==> src/rtl/ps2_key_tracker.sv <==
// PS/2 keyboard receiver and key-state tracker.
// Samples the keyboard clock/data on a slow tick, assembles 11-bit frames,
// decodes E0/F0 prefixed scan codes into make/break events and keeps a
// held/released bit for each of the 17 mapped keys.

module ps2_key_tracker #(
    parameter int CLK_DIV       = 250,
    parameter int TIMEOUT_TICKS = 4000
) (
    input  logic        CLOCK_50,
    input  logic        RESET,
    input  logic        PS2_KBCLK,
    input  logic        PS2_KBDAT,
    output logic [16:0] KEY_HELD,
    output logic        EVT_VALID,
    output logic [7:0]  EVT_CODE,
    output logic        EVT_EXT,
    output logic        EVT_RELEASE,
    output logic        EVT_HIT,
    output logic [4:0]  EVT_INDEX,
    output logic        FRAME_ERR
);

    localparam int DIV_W = (CLK_DIV > 2) ? $clog2(CLK_DIV) : 1;
    localparam int TO_W  = (TIMEOUT_TICKS > 1) ? $clog2(TIMEOUT_TICKS + 1) : 1;

    localparam logic [1:0] ST_IDLE    = 2'd0;
    localparam logic [1:0] ST_EXT     = 2'd1;
    localparam logic [1:0] ST_BRK     = 2'd2;
    localparam logic [1:0] ST_EXT_BRK = 2'd3;

    localparam logic [7:0] CODE_EXT = 8'hE0;
    localparam logic [7:0] CODE_BRK = 8'hF0;

    // Key map: entry i matches when both its extended flag and code agree.
    localparam logic [16:0] MAP_EXT = 17'b0_0000_0000_0000_1111;
    localparam logic [16:0][7:0] MAP_CODE = {
        8'h29, 8'h52, 8'h4C, 8'h4B, 8'h4D, 8'h3B, 8'h33, 8'h34, 8'h35,
        8'h23, 8'h1B, 8'h1C, 8'h1D, 8'h74, 8'h6B, 8'h72, 8'h75
    };

    // Synchroniser and divider state.
    logic [1:0]       r_clkSync;
    logic [1:0]       r_datSync;
    logic [DIV_W-1:0] r_divCnt;
    logic             w_tick;
    logic             w_kbClk;
    logic             w_kbDat;
    logic             w_fall;

    // Frame receiver state.
    logic             r_prevClk;
    logic [3:0]       r_bitCnt;
    logic [10:0]      r_shift;
    logic [TO_W-1:0]  r_timeoutCnt;
    logic             r_frameDone;
    logic [10:0]      w_frame;
    logic             w_frameOk;
    logic             w_byteValid;
    logic [7:0]       w_byte;

    // Decoder and event state.
    logic [1:0]       r_state;
    logic [16:0]      r_keyHeld;
    logic             r_evtValid;
    logic [7:0]       r_evtCode;
    logic             r_evtExt;
    logic             r_evtRelease;
    logic             r_evtHit;
    logic [4:0]       r_evtIndex;
    logic             w_isExt;
    logic             w_isBrk;
    logic             w_hit;
    logic [4:0]       w_index;
    logic [16:0]      w_hitMask;

    // Bring the asynchronous keyboard lines into the CLOCK_50 domain; idle level is high.
    always_ff @(posedge CLOCK_50) begin
        if (RESET) begin
            r_clkSync <= 2'b11;
            r_datSync <= 2'b11;
        end else begin
            r_clkSync <= {r_clkSync[0], PS2_KBCLK};
            r_datSync <= {r_datSync[0], PS2_KBDAT};
        end
    end

    assign w_kbClk = r_clkSync[1];
    assign w_kbDat = r_datSync[1];

    // Free-running divider producing one sample tick every CLK_DIV cycles.
    always_ff @(posedge CLOCK_50) begin
        if (RESET) begin
            r_divCnt <= '0;
        end else if (w_tick) begin
            r_divCnt <= '0;
        end else begin
            r_divCnt <= r_divCnt + DIV_W'(1);
        end
    end

    assign w_tick  = (r_divCnt == DIV_W'(CLK_DIV - 1));
    assign w_fall  = w_tick && r_prevClk && !w_kbClk;
    assign w_frame = {w_kbDat, r_shift[10:1]};

    // Shift bits in on keyboard falling edges, flag frame completion and drop stale partial frames.
    always_ff @(posedge CLOCK_50) begin
        if (RESET) begin
            r_prevClk    <= 1'b1;
            r_bitCnt     <= 4'd0;
            r_shift      <= 11'd0;
            r_timeoutCnt <= '0;
            r_frameDone  <= 1'b0;
        end else begin
            r_frameDone <= 1'b0;
            if (w_tick) begin
                r_prevClk <= w_kbClk;
                if (w_fall) begin
                    r_shift      <= w_frame;
                    r_timeoutCnt <= '0;
                    if (r_bitCnt == 4'd10) begin
                        r_bitCnt    <= 4'd0;
                        r_frameDone <= 1'b1;
                    end else begin
                        r_bitCnt <= r_bitCnt + 4'd1;
                    end
                end else if (r_bitCnt != 4'd0) begin
                    if (r_timeoutCnt == TO_W'(TIMEOUT_TICKS - 1)) begin
                        r_bitCnt     <= 4'd0;
                        r_timeoutCnt <= '0;
                    end else begin
                        r_timeoutCnt <= r_timeoutCnt + TO_W'(1);
                    end
                end
            end
        end
    end

    // A completed frame is good with start low, stop high and odd parity over data plus parity.
    assign w_frameOk   = !r_shift[0] && r_shift[10] && (^r_shift[9:1]);
    assign w_byteValid = r_frameDone && w_frameOk;
    assign w_byte      = r_shift[8:1];
    assign FRAME_ERR   = r_frameDone && !w_frameOk;

    assign w_isExt = (r_state == ST_EXT) || (r_state == ST_EXT_BRK);
    assign w_isBrk = (r_state == ST_BRK) || (r_state == ST_EXT_BRK);

    // Look up the pending byte plus the current extended flag in the key map.
    always_comb begin
        w_hit     = 1'b0;
        w_index   = 5'd0;
        w_hitMask = 17'd0;
        for (int i = 0; i < 17; i++) begin
            if ((MAP_EXT[i] == w_isExt) && (MAP_CODE[i] == w_byte)) begin
                w_hit        = 1'b1;
                w_index      = 5'(i);
                w_hitMask[i] = 1'b1;
            end
        end
    end

    // Prefix decoder: track E0/F0 prefixes, emit events for other bytes and update key state.
    always_ff @(posedge CLOCK_50) begin
        if (RESET) begin
            r_state      <= ST_IDLE;
            r_keyHeld    <= 17'd0;
            r_evtValid   <= 1'b0;
            r_evtCode    <= 8'd0;
            r_evtExt     <= 1'b0;
            r_evtRelease <= 1'b0;
            r_evtHit     <= 1'b0;
            r_evtIndex   <= 5'd0;
        end else begin
            r_evtValid <= 1'b0;
            if (FRAME_ERR) begin
                r_state <= ST_IDLE;
            end else if (w_byteValid) begin
                if (w_byte == CODE_EXT) begin
                    r_state <= ST_EXT;
                end else if (w_byte == CODE_BRK) begin
                    if (r_state == ST_IDLE) begin
                        r_state <= ST_BRK;
                    end else if (r_state == ST_EXT) begin
                        r_state <= ST_EXT_BRK;
                    end
                end else begin
                    r_evtValid   <= 1'b1;
                    r_evtCode    <= w_byte;
                    r_evtExt     <= w_isExt;
                    r_evtRelease <= w_isBrk;
                    r_evtHit     <= w_hit;
                    r_evtIndex   <= w_hit ? w_index : 5'd0;
                    if (w_hit) begin
                        if (w_isBrk) begin
                            r_keyHeld <= r_keyHeld & ~w_hitMask;
                        end else begin
                            r_keyHeld <= r_keyHeld | w_hitMask;
                        end
                    end
                    r_state <= ST_IDLE;
                end
            end
        end
    end

    assign KEY_HELD    = r_keyHeld;
    assign EVT_VALID   = r_evtValid;
    assign EVT_CODE    = r_evtCode;
    assign EVT_EXT     = r_evtExt;
    assign EVT_RELEASE = r_evtRelease;
    assign EVT_HIT     = r_evtHit;
    assign EVT_INDEX   = r_evtIndex;

endmodule

==> config.mk <==
export PLATFORM = sky130hd
export DESIGN_NAME = ps2_key_tracker
export DESIGN_NICKNAME = d
export VERILOG_FILES = /design/src/rtl/ps2_key_tracker.sv
export SDC_FILE = /design/constraint.sdc
export NUM_CORES = 1
export LEC_CHECK = 0
export CAP_MARGIN = 10
export CORE_UTILIZATION = 61
export CTS_BUF_LIST = sky130_fd_sc_hd__clkbuf_16
export CTS_CLUSTER_SIZE = 16
export DETAILED_ROUTE_END_ITERATION = 8
export PLACE_DENSITY = 0.9
export SLEW_MARGIN = 20
export SYNTH_ARGS = -nofsm -noshare
export SYNTH_HDL_FRONTEND = slang
export SYNTH_SLANG_ARGS = --single-unit
export TNS_END_PERCENT = 5
==> constraint.sdc <==
create_clock -name CLOCK_50 -period 6.77 [get_ports CLOCK_50]
set_input_delay 1.6925 -clock CLOCK_50 [delete_from_list [all_inputs] [get_ports CLOCK_50]]
set_output_delay 1.6925 -clock CLOCK_50 [all_outputs]
set_load 0.1 [all_outputs]
==> out/metrics.csv <==
metric,value,unit
synth_top_area_share,41.4,%
drt_wl_total,8230,um
end_kind,output pin,
yosysWarnings,0,
postSynth.asyncResetShare,0,%
design_area,4400,um^2
cts_buffers,9,
crit_type,reg -> out,
cts_sinks,77,
ir_worst_vdd,0.181,mV
pre_cts_ws,2.21,ns
crit_fanout,6,
drt_first_iter_violations,261,
insertion_delay,0.34,ns
layout-drive-gt1-share,5.87,%
holdPathStages,1,
synth_area_leaders,"dfxtp_1 41%, ha_1 7.0%, nand2_1 5.7%",
synthCells,442,
area_growth,18.1,%
place_area,4130,um^2
layout_worst_path_cycle_share,73.3,%
cts_buffer_depth,2,
core_area,5920,um^2
cts_hold_buffers,0,
fp.dieH,80.2,um
grt_overflow,0,
final_cell_mix,"77 x dfxtp_1, 57 x nand2_1, 42 x nor2_1",
port_buffers,38,
worstSetupEndpoint,FRAME_ERR,
crit_start,r_shift[1],
track_usage,27.6,%
vias_per_cell,5.89,
power_density,206,nW/um^2
hp-class,reg -> reg,
grt_pass1_wl,13700,um
vias,3251,
synth-edff-count,0,
seq_area_frac_synth,41.4,%
reg2regPathDepth,8,
synth_top_cell_by_area,dfxtp_1,
finClkSkew,0.00687,ns
worst-slew-pin-transition,0.992,ns
antenna_found_initial,0,
final_common_cell,dfxtp_1,
dp_hpwl,5570,um
drtAntennaViolNets,0,
num_rows,28,
grt_max_degree,67,
layout.nets,497,
dieArea,6430,um^2
antenna_cells,0,
timing.setup.tns,0,ns
post_cts_resized,0,
arrival,3.27,ns
wl_per_cell,14.9,um
maxSlewHeadroom,32.9,%
crit_chain,inv_1 > ha_1 > xnor3_1 > xnor2_1 > nor2_1 > nor2b_1 > clkdlybuf4s50_1,
grt_pass1_vias,2990,
worstPathRequired,5.08,ns
r2r_start,r_shift[1],
slowest_stage,clkdlybuf4s50_1,
ys_seq_elements,77,
cp-start-kind,flip-flop,
maxCapViolCount,0,
synthDistinctLibCells,48,
drt_pre_antenna_iters,4,
hold_ws,0.415,ns
rrSetupSlack,3.58,ns
slew_viol_final,0,
cpPeakStageDelay,1.17,ns
syn_area_per_cell,8.43,um^2
hold_viol_final,0,
p_leak,1.48,nW
die_w,80.2,um
cts_tree,done,
synthesis.nets,467,
place_congestion,0.939,
path_clk_slew,0.05,ns
setup_violations,0,
drc,0,
post_cts_buffers,0,
min_period,4.96,ns
setup_slack,1.81,ns
start_util,63.0,%
syn_area,3730,um^2
status,completed,
fmax,0.201,GHz
cts_max_level,3,
clockRootBuffer,clkbuf_16,
rsz0062_at_grt,no,
top_level_ports,39,
total_power,0.000906,W
ys.flop_type,dfxtp_1,
## synth_stat cells, types with 4 or more instances
library cell and n:
mux2i_1 12, ha_1 21, nand4_1 11, nor2_1 42, nand2_1 57, nand3_1 16, dfxtp_1 77, xnor2_1 5
a21oi_1 39, nand2b_1 4, and3_1 4, clkbuf_1 19, or3_1 13, nand3b_1 10, o31ai_1 7, xor2_1 9
o21ai_0 20, or2_2 6, a211oi_1 4, inv_1 13, or4_1 8
## logic make-up after synthesis
family | synth area share (%)
mux | 3.22
simple gates | 26.0
fa+ha+maj | 7.05
buf+inv | 3.93
flops | 41.4
xor+xnor | 3.89
compound gates | 14.5
## where the power goes
part           switching [W]  internal [W]   total, W
Combinational     0.00000947    0.00000555  0.0000150
Clock               0.000187      0.000245   0.000432
Sequential        0.00000234      0.000456   0.000459
## per-layer routing
| metal | vias to the layer above | track usage [%] | routed length, um |
|---|---|---|---|
| li1 | 1626 | - | - |
| met1 | 1515 | 32.6 | 3550 |
| met2 | 91 | 47.1 | 4190 |
| met3 | 19 | 5.68 | 315 |
| met4 | 0 | 14.1 | 184 |
| met5 | - | 0 | 0 |
## worst min-delay path by stage
stage	slack [ns]	endpoint	from
after floorplan	0.39	r_clkSync[1]	r_clkSync[0]
after global placement	0.40	r_datSync[1]	r_datSync[0]
after detailed placement	0.40	r_datSync[1]	r_datSync[0]
after CTS	0.42	r_datSync[1]	r_datSync[0]
after global routing	0.42	r_datSync[1]	r_datSync[0]
final	0.42	r_clkSync[1]	r_clkSync[0]
## worst max-delay path: cells and delay by family, from the launching register on
kind	cells	cell delay (ns)
buf+inv	2	1.28
flops	1	0.43
fa+ha+maj	1	0.32
xor+xnor	2	0.65
simple gates	2	0.27
## final cells by class
| cell class | instances | area [um^2] |
|---|---|---|
| flip-flops and latches | 77 | 1540 |
| inverters | 13 | 48.8 |
| multi-input cells | 329 | 2040 |
| clock buffers | 9 | 225 |
| fillers | 436 | 1520 |
| repair buffers | 42 | 405 |
| clock inverters | 7 | 43.8 |
| well taps | 75 | 93.8 |
## per-stage QoR
stage | utilization, % | instances
floorplan | - | 442
global placement | 69.8 | 536
detailed placement | 69.8 | 536
CTS | 74.4 | 552
global route | 74.4 | 552
finish | 74.4 | 552
Note: power is estimated with default switching activity, not from simulation.
